$ cat src/rtl/fifo_pkg.sv
// fifo_pkg: shared FIFO pointer width defaults, ptr_t, and Gray/binary conversion helpers
package fifo_pkg;
  localparam int PTR_WIDTH = 8;
  localparam int DATA_WIDTH = 8;
  typedef logic [PTR_WIDTH:0] ptr_t;
  function automatic ptr_t bin2gray(input ptr_t b);
    return b ^ (b >> 1);
  endfunction
  function automatic ptr_t gray2bin(input ptr_t g);
    ptr_t b;
    b[PTR_WIDTH] = g[PTR_WIDTH];
    for (int i = PTR_WIDTH - 1; i >= 0; i--) b[i] = b[i+1] ^ g[i];
    return b;
  endfunction
endpackage

$ cat src/rtl/fifo_wr_ctrl_if.sv
// fifo_wr_ctrl_if: producer valid/ready stream, async Gray read pointer, fifo_mem write port and fill status; master = producer side, slave = controller
interface fifo_wr_ctrl_if #(
  parameter int DATA_WIDTH = fifo_pkg::DATA_WIDTH,
  parameter int PTR_WIDTH = fifo_pkg::PTR_WIDTH
);
  logic s_valid;
  logic [DATA_WIDTH-1:0] s_data;
  logic s_ready;
  logic [PTR_WIDTH:0] g_rptr;
  logic w_en;
  logic [DATA_WIDTH-1:0] data_in;
  logic [PTR_WIDTH:0] b_wptr;
  logic [PTR_WIDTH:0] g_wptr;
  logic full;
  logic almost_full;
  logic half_full;
  logic [PTR_WIDTH:0] wr_level;
  logic [15:0] wr_count;
  modport master (
    output s_valid, s_data, g_rptr,
    input s_ready, w_en, data_in, b_wptr, g_wptr, full, almost_full, half_full, wr_level, wr_count
  );
  modport slave (
    input s_valid, s_data, g_rptr,
    output s_ready, w_en, data_in, b_wptr, g_wptr, full, almost_full, half_full, wr_level, wr_count
  );
endinterface

$ cat src/rtl/fifo_sync_2ff.sv
// fifo_sync_2ff: two-flop synchroniser, d_i asynchronous in, q_o in wclk domain, both stages cleared by wrst_n
module fifo_sync_2ff #(
  parameter int WIDTH = fifo_pkg::PTR_WIDTH + 1
) (
  input  logic             wclk,
  input  logic             wrst_n,
  input  logic [WIDTH-1:0] d_i,
  output logic [WIDTH-1:0] q_o
);
  logic [WIDTH-1:0] s1_q;
  always_ff @(posedge wclk)
    if (wrst_n) begin
      s1_q <= '0;
      q_o <= '0;
    end else begin
      s1_q <= d_i;
      q_o <= s1_q;
    end
endmodule

$ cat src/rtl/fifo_wr_ctrl.sv
// fifo_wr_ctrl: paces producer beats into fifo_mem on even-phase cycles, keeps write pointers, syncs read pointer, derives full/level/watermarks (ports: wclk, wrst_n, bus)
module fifo_wr_ctrl #(
  parameter int DEPTH = 2 ** fifo_pkg::PTR_WIDTH,
  parameter int DATA_WIDTH = fifo_pkg::DATA_WIDTH,
  parameter int PTR_WIDTH = fifo_pkg::PTR_WIDTH,
  parameter int AF_MARGIN = 8
) (
  input logic          wclk,
  input logic          wrst_n,
  fifo_wr_ctrl_if.slave bus
);
  import fifo_pkg::*;
  localparam logic [PTR_WIDTH:0] AF_LVL = (PTR_WIDTH + 1)'(DEPTH - AF_MARGIN);
  localparam logic [PTR_WIDTH:0] HF_LVL = (PTR_WIDTH + 1)'(DEPTH / 2);
  logic phase_q, hold_valid_q;
  logic [DATA_WIDTH-1:0] hold_data_q;
  logic [PTR_WIDTH:0] b_wptr_q, b_wptr_d, g_wptr_q, wq2_rptr, wr_level;
  logic [15:0] wr_count_q;
  logic full, w_en, s_ready, accept;
  fifo_sync_2ff #(.WIDTH(PTR_WIDTH + 1)) u_sync (
    .wclk(wclk),
    .wrst_n(wrst_n),
    .d_i(bus.g_rptr),
    .q_o(wq2_rptr)
  );
  always_comb begin
    full = g_wptr_q == {~wq2_rptr[PTR_WIDTH:PTR_WIDTH-1], wq2_rptr[PTR_WIDTH-2:0]};
    w_en = hold_valid_q && !phase_q && !full;
    s_ready = !hold_valid_q || w_en;
    accept = bus.s_valid && s_ready;
    b_wptr_d = b_wptr_q + {{PTR_WIDTH{1'b0}}, w_en};
    wr_level = b_wptr_q - gray2bin(wq2_rptr);
  end
  always_ff @(posedge wclk)
    if (wrst_n) begin
      phase_q <= 1'b0;
      hold_valid_q <= 1'b0;
      b_wptr_q <= '0;
      g_wptr_q <= '0;
      wr_count_q <= '0;
    end else begin
      phase_q <= !phase_q;
      hold_valid_q <= accept || (hold_valid_q && !w_en);
      if (accept) hold_data_q <= bus.s_data;
      b_wptr_q <= b_wptr_d;
      g_wptr_q <= bin2gray(b_wptr_d);
      if (w_en && wr_count_q != 16'hFFFF) wr_count_q <= wr_count_q + 16'd1;
    end
  assign bus.s_ready = s_ready;
  assign bus.w_en = w_en;
  assign bus.data_in = hold_data_q;
  assign bus.b_wptr = b_wptr_q;
  assign bus.g_wptr = g_wptr_q;
  assign bus.full = full;
  assign bus.almost_full = wr_level >= AF_LVL;
  assign bus.half_full = wr_level >= HF_LVL;
  assign bus.wr_level = wr_level;
  assign bus.wr_count = wr_count_q;
endmodule

$ cat src/flat_wrapper.sv
// flat-port wrapper written by rule: the top's interface ports become plain ports
module fifo_wr_ctrl_flat import fifo_pkg::*;
#(
  parameter int DEPTH = 2 ** fifo_pkg::PTR_WIDTH,
  parameter int DATA_WIDTH = fifo_pkg::DATA_WIDTH,
  parameter int PTR_WIDTH = fifo_pkg::PTR_WIDTH,
  parameter int AF_MARGIN = 8
)
  (wclk, wrst_n, bus_s_valid, bus_s_data, bus_g_rptr, bus_s_ready, bus_w_en, bus_data_in, bus_b_wptr, bus_g_wptr, bus_full, bus_almost_full, bus_half_full, bus_wr_level, bus_wr_count);
  fifo_wr_ctrl_if #(.DATA_WIDTH(DATA_WIDTH), .PTR_WIDTH(PTR_WIDTH)) bus_i ();
  input logic wclk;
  input logic wrst_n;
  input wire logic [$bits(bus_i.s_valid)-1:0] bus_s_valid;
  input wire logic [$bits(bus_i.s_data)-1:0] bus_s_data;
  input wire logic [$bits(bus_i.g_rptr)-1:0] bus_g_rptr;
  output wire logic [$bits(bus_i.s_ready)-1:0] bus_s_ready;
  output wire logic [$bits(bus_i.w_en)-1:0] bus_w_en;
  output wire logic [$bits(bus_i.data_in)-1:0] bus_data_in;
  output wire logic [$bits(bus_i.b_wptr)-1:0] bus_b_wptr;
  output wire logic [$bits(bus_i.g_wptr)-1:0] bus_g_wptr;
  output wire logic [$bits(bus_i.full)-1:0] bus_full;
  output wire logic [$bits(bus_i.almost_full)-1:0] bus_almost_full;
  output wire logic [$bits(bus_i.half_full)-1:0] bus_half_full;
  output wire logic [$bits(bus_i.wr_level)-1:0] bus_wr_level;
  output wire logic [$bits(bus_i.wr_count)-1:0] bus_wr_count;
  assign bus_i.s_valid = bus_s_valid;
  assign bus_i.s_data = bus_s_data;
  assign bus_i.g_rptr = bus_g_rptr;
  assign bus_s_ready = bus_i.s_ready;
  assign bus_w_en = bus_i.w_en;
  assign bus_data_in = bus_i.data_in;
  assign bus_b_wptr = bus_i.b_wptr;
  assign bus_g_wptr = bus_i.g_wptr;
  assign bus_full = bus_i.full;
  assign bus_almost_full = bus_i.almost_full;
  assign bus_half_full = bus_i.half_full;
  assign bus_wr_level = bus_i.wr_level;
  assign bus_wr_count = bus_i.wr_count;
  fifo_wr_ctrl #(.DEPTH(DEPTH), .DATA_WIDTH(DATA_WIDTH), .PTR_WIDTH(PTR_WIDTH), .AF_MARGIN(AF_MARGIN)) u_core (.wclk(wclk), .wrst_n(wrst_n), .bus(bus_i));
endmodule
$ cat config.mk
export PLATFORM = sky130hd
export DESIGN_NAME = fifo_wr_ctrl_flat
export DESIGN_NICKNAME = d
export VERILOG_FILES = /design/src/rtl/fifo_pkg.sv /design/src/rtl/fifo_wr_ctrl_if.sv /design/src/rtl/fifo_sync_2ff.sv /design/src/rtl/fifo_wr_ctrl.sv /design/src/flat_wrapper.sv
export SDC_FILE = /design/constraint.sdc
export NUM_CORES = 1
export LEC_CHECK = 0
export CELL_PAD_IN_SITES_DETAIL_PLACEMENT = 0
export CELL_PAD_IN_SITES_GLOBAL_PLACEMENT = 1
export CORE_AREA = 4 4 91 93
export CTS_CLUSTER_DIAMETER = 100
export DETAILED_ROUTE_END_ITERATION = 12
export DIE_AREA = 0 0 95 97
export PLACE_DENSITY_LB_ADDON = 0.1
export SLEW_MARGIN = 30
export SYNTH_ARGS = -nofsm -noshare
export SYNTH_HDL_FRONTEND = slang
export SYNTH_SLANG_ARGS = --single-unit
$ cat constraint.sdc
create_clock -name wclk -period 13.9 [get_ports wclk]
set_input_delay 2.78 -clock wclk [delete_from_list [all_inputs] [get_ports wclk]]
set_output_delay 2.78 -clock wclk [all_outputs]
set_load 0.02 [all_outputs]
==> results.cfg <==
[status]
status = finished, final reports clean

[die]
coreArea_mm2 = 0.007527
fp.dieH_um = 97
rows = 32
die-area_mm2 = 0.009215
initial_core_util_pct = 38.07
chipWidth_um = 95
ios = 76

[clock_network]
cts_htree_levels = 3
cts_hold_buf = 0
clock_path_buffers = 2
cts.sinks = 61
path_clk_slew_ns = 0.06
cts_buffers = 9
cts_tree = built
post-cts-setup-buffers = 0
cts_root_buf = clkbuf_8
clk_latency_ns = 0.33
postCtsResizedCells = 0

[global_route]
grt_pass1_vias = 2126
grt_pass1_wl_um = 10340
overflow = 0
antenna_found_initial = 0
grtUsageTotal_pct = 14.25
grt_max_degree = 56

[pwr]
p_seq_share_pct = 43.0
p_leak_uw = 0.001477
pwr-share-comb_pct = 21.9
powerDensity_mw_per_mm2 = 111.4
swShare_pct = 26.56
peakVddDrop_mv = 0.05384
finalPower_uw = 434.3
power_switching_uw = 115.3
power.internal_uw = 319.0
clock_power_share_pct = 35.1

[sta]
maxSlewViolCount = 0
period_minus_slack_ns = 7.539
relSlewSlack_pct = 59.00
worst_slew_pin_slew_ns = 0.6123
max_freq_ghz = 0.1326
hold_violations = 0
finalSetupViolCount = 0
tns_ns = 0
period_share_pct = 54.24
fin_worst_skew_ns = 0.009510
grt_setup_unrepaired = false

[worst_setup_path]
cp-start-kind = flop
cp_data_required_time_ns = 11.12
crit_chain = xnor3_2, xor2_4, xor3_2, xor2_2, xor2_2, xnor2_1, ha_1, fa_1, nor2b_1, o21ai_0, a21boi_0, o21ai_0, a211o_1, or2_2, clkdlybuf4s50_1
path_buf_inv = 1
cp_data_arrival_time_ns = 4.76
cpPeakStageDelay_ns = 0.54
cpLargestDelayFamily = XOR/XNOR gates
cp_max_fo = 5
cpMaxStageDelayCell = clkdlybuf4s50_1
crit_type = flop to output pin
cp-end-kind = output pin

[synth]
yosysUniqueCellTypes = 48
synth_top_family_by_area = simple AND/OR/NAND/NOR gates
netlist_area_mm2 = 0.002865
async_flop_share_pct = 0
synth_seq_cells = 61
synth_ff_type = dfxtp_1
synth_compound_area_share_pct = 8.122
synth_cells = 291
ys_top_cells_by_count = dfxtp_1, nor2_1, nor2b_1, xor2_1, xnor2_1
synth_top_cell_by_area = dfxtp_1
synthXorXnorAreaFrac_pct = 16.64
synth_edf_count = 8
synth_area_leaders = dfxtp_1, edfxtp_1, xor2_1
yosysMostFrequentCell = dfxtp_1
seq_area_frac_synth_pct = 45.41
synthAdderAreaFrac_pct = 5.502
synth_top_area_share_pct = 37.03
synthMuxAreaShare_pct = 0.3493
synth_area_per_cell_um2 = 9.846
yosys.area_share.simple_pct = 20.92
syn_nets = 323
synth-warning-count = 0

[finish]
diodes = 0
final_cell_count_no_fill = 474
area_growth_pct = 36.03
nNetsFinal = 399
utilization_pct = 51.78
drive_gt1_share_pct = 6.720

[detailed_routing]
routed_wirelength_um = 6123
vias = 2179
wl_per_cell_um = 12.92
first_iter_violations = 53
vias_per_cell = 4.597
ant_nets = 0
dr.pass1.iters = 4
drc = 0

[placement]
finalWeightedCongestion = 0.7645
dp_hpwl_um = 4586
dpl.cell_count = 458
port_buffers = 75

[hold_path]
hp-class = flop to flop

[run]
maxCapViolCount = 0
[cell usage in the layout, fill, tap and decap left out, drive strengths merged, types with 3 or more instances in the layout]
master         count
clkdlybuf4s50     74
dfxtp             53
nor2              34
xor2              27
nor2b             25
xnor2             18
clkbuf            12
nand4             11
inv               11
ha                11
nand2             10
a21oi             10
nand3              9
edfxtp             8
o21ai              7
and3               6
o21a               5
or4                3
[final cells by class]
type	instances	area, µm²
fill	757	3630
multi-input combinational	208	1481
sequential	61	1301
timing repair buffer	76	753.2
clock buffer	12	145.1
tap	102	127.6
clock inverter	4	47.55
inverter	11	41.29
[per-layer routing]
layer | global-route usage, % | vias to the layer above | routed length (µm)
met5 | 0 | - | 0
met4 | 5.327 | 0 | 120
met3 | 3.499 | 11 | 298
met2 | 21.75 | 46 | 2788
met1 | 19.33 | 979 | 2916
li1 | - | 1143 | -
[kinds of logic (layout without fill, tap and decap cells)]
group,count (synthesis),count (layout)
DFF,61,61
adders and majority gates,12,12
xor gates and xnor gates,47,47
muxes,1,1
and+or+nand+nor,113,113
AOI/OAI and AO/OA,35,35
buffers and inverters,22,103
[flip-flops by register name (all words and copies together), names as in the netlist]
signal,flops
u_core.bus.wr_count,16
u_core.bus.g_wptr,9
u_core.u_sync.q_o,9
u_core.u_sync.s1_q,9
u_core.bus.b_wptr,8
u_core.bus.data_in,8
u_core.hold_valid_q,1
u_core.phase_q,1
[power by group through the flow]
stage | clock network, µW | logic [µW] | registers, µW
final | 152 | 95.2 | 187
after CTS | 158 | 97.1 | 187
after global routing | 165 | 105 | 187
after floorplan | 0 | 56.3 | 193
after global placement | 0 | 96.0 | 191
after detailed placement | 0 | 96.5 | 191
[final timing paths]
check	from	to	slack [ns]	cells past startpoint
worst min-delay path	u_core.phase_q	u_core.phase_q	0.42	1
worst max register to register	u_core.u_sync.q_o[1]	u_core.bus.g_wptr[5]	11.23	9
worst max-delay path	u_core.u_sync.q_o[6]	bus_half_full	6.36	15
worst min register to register	u_core.phase_q	u_core.phase_q	0.42	1
[metrics by stage]
| step | worst slack (ns) | area [µm²] | hold WS, ns |
|---|---|---|---|
| floorplan | 7.371 | 2865 | 0.3949 |
| global placement | 6.793 | 3700 | 0.4081 |
| detailed placement | 6.667 | 3705 | 0.4141 |
| CTS | 6.287 | 3897 | 0.4289 |
| global route | 5.939 | 3897 | 0.4540 |
| finish | 6.361 | 3897 | 0.4223 |
(Power assumes the default switching activity.)
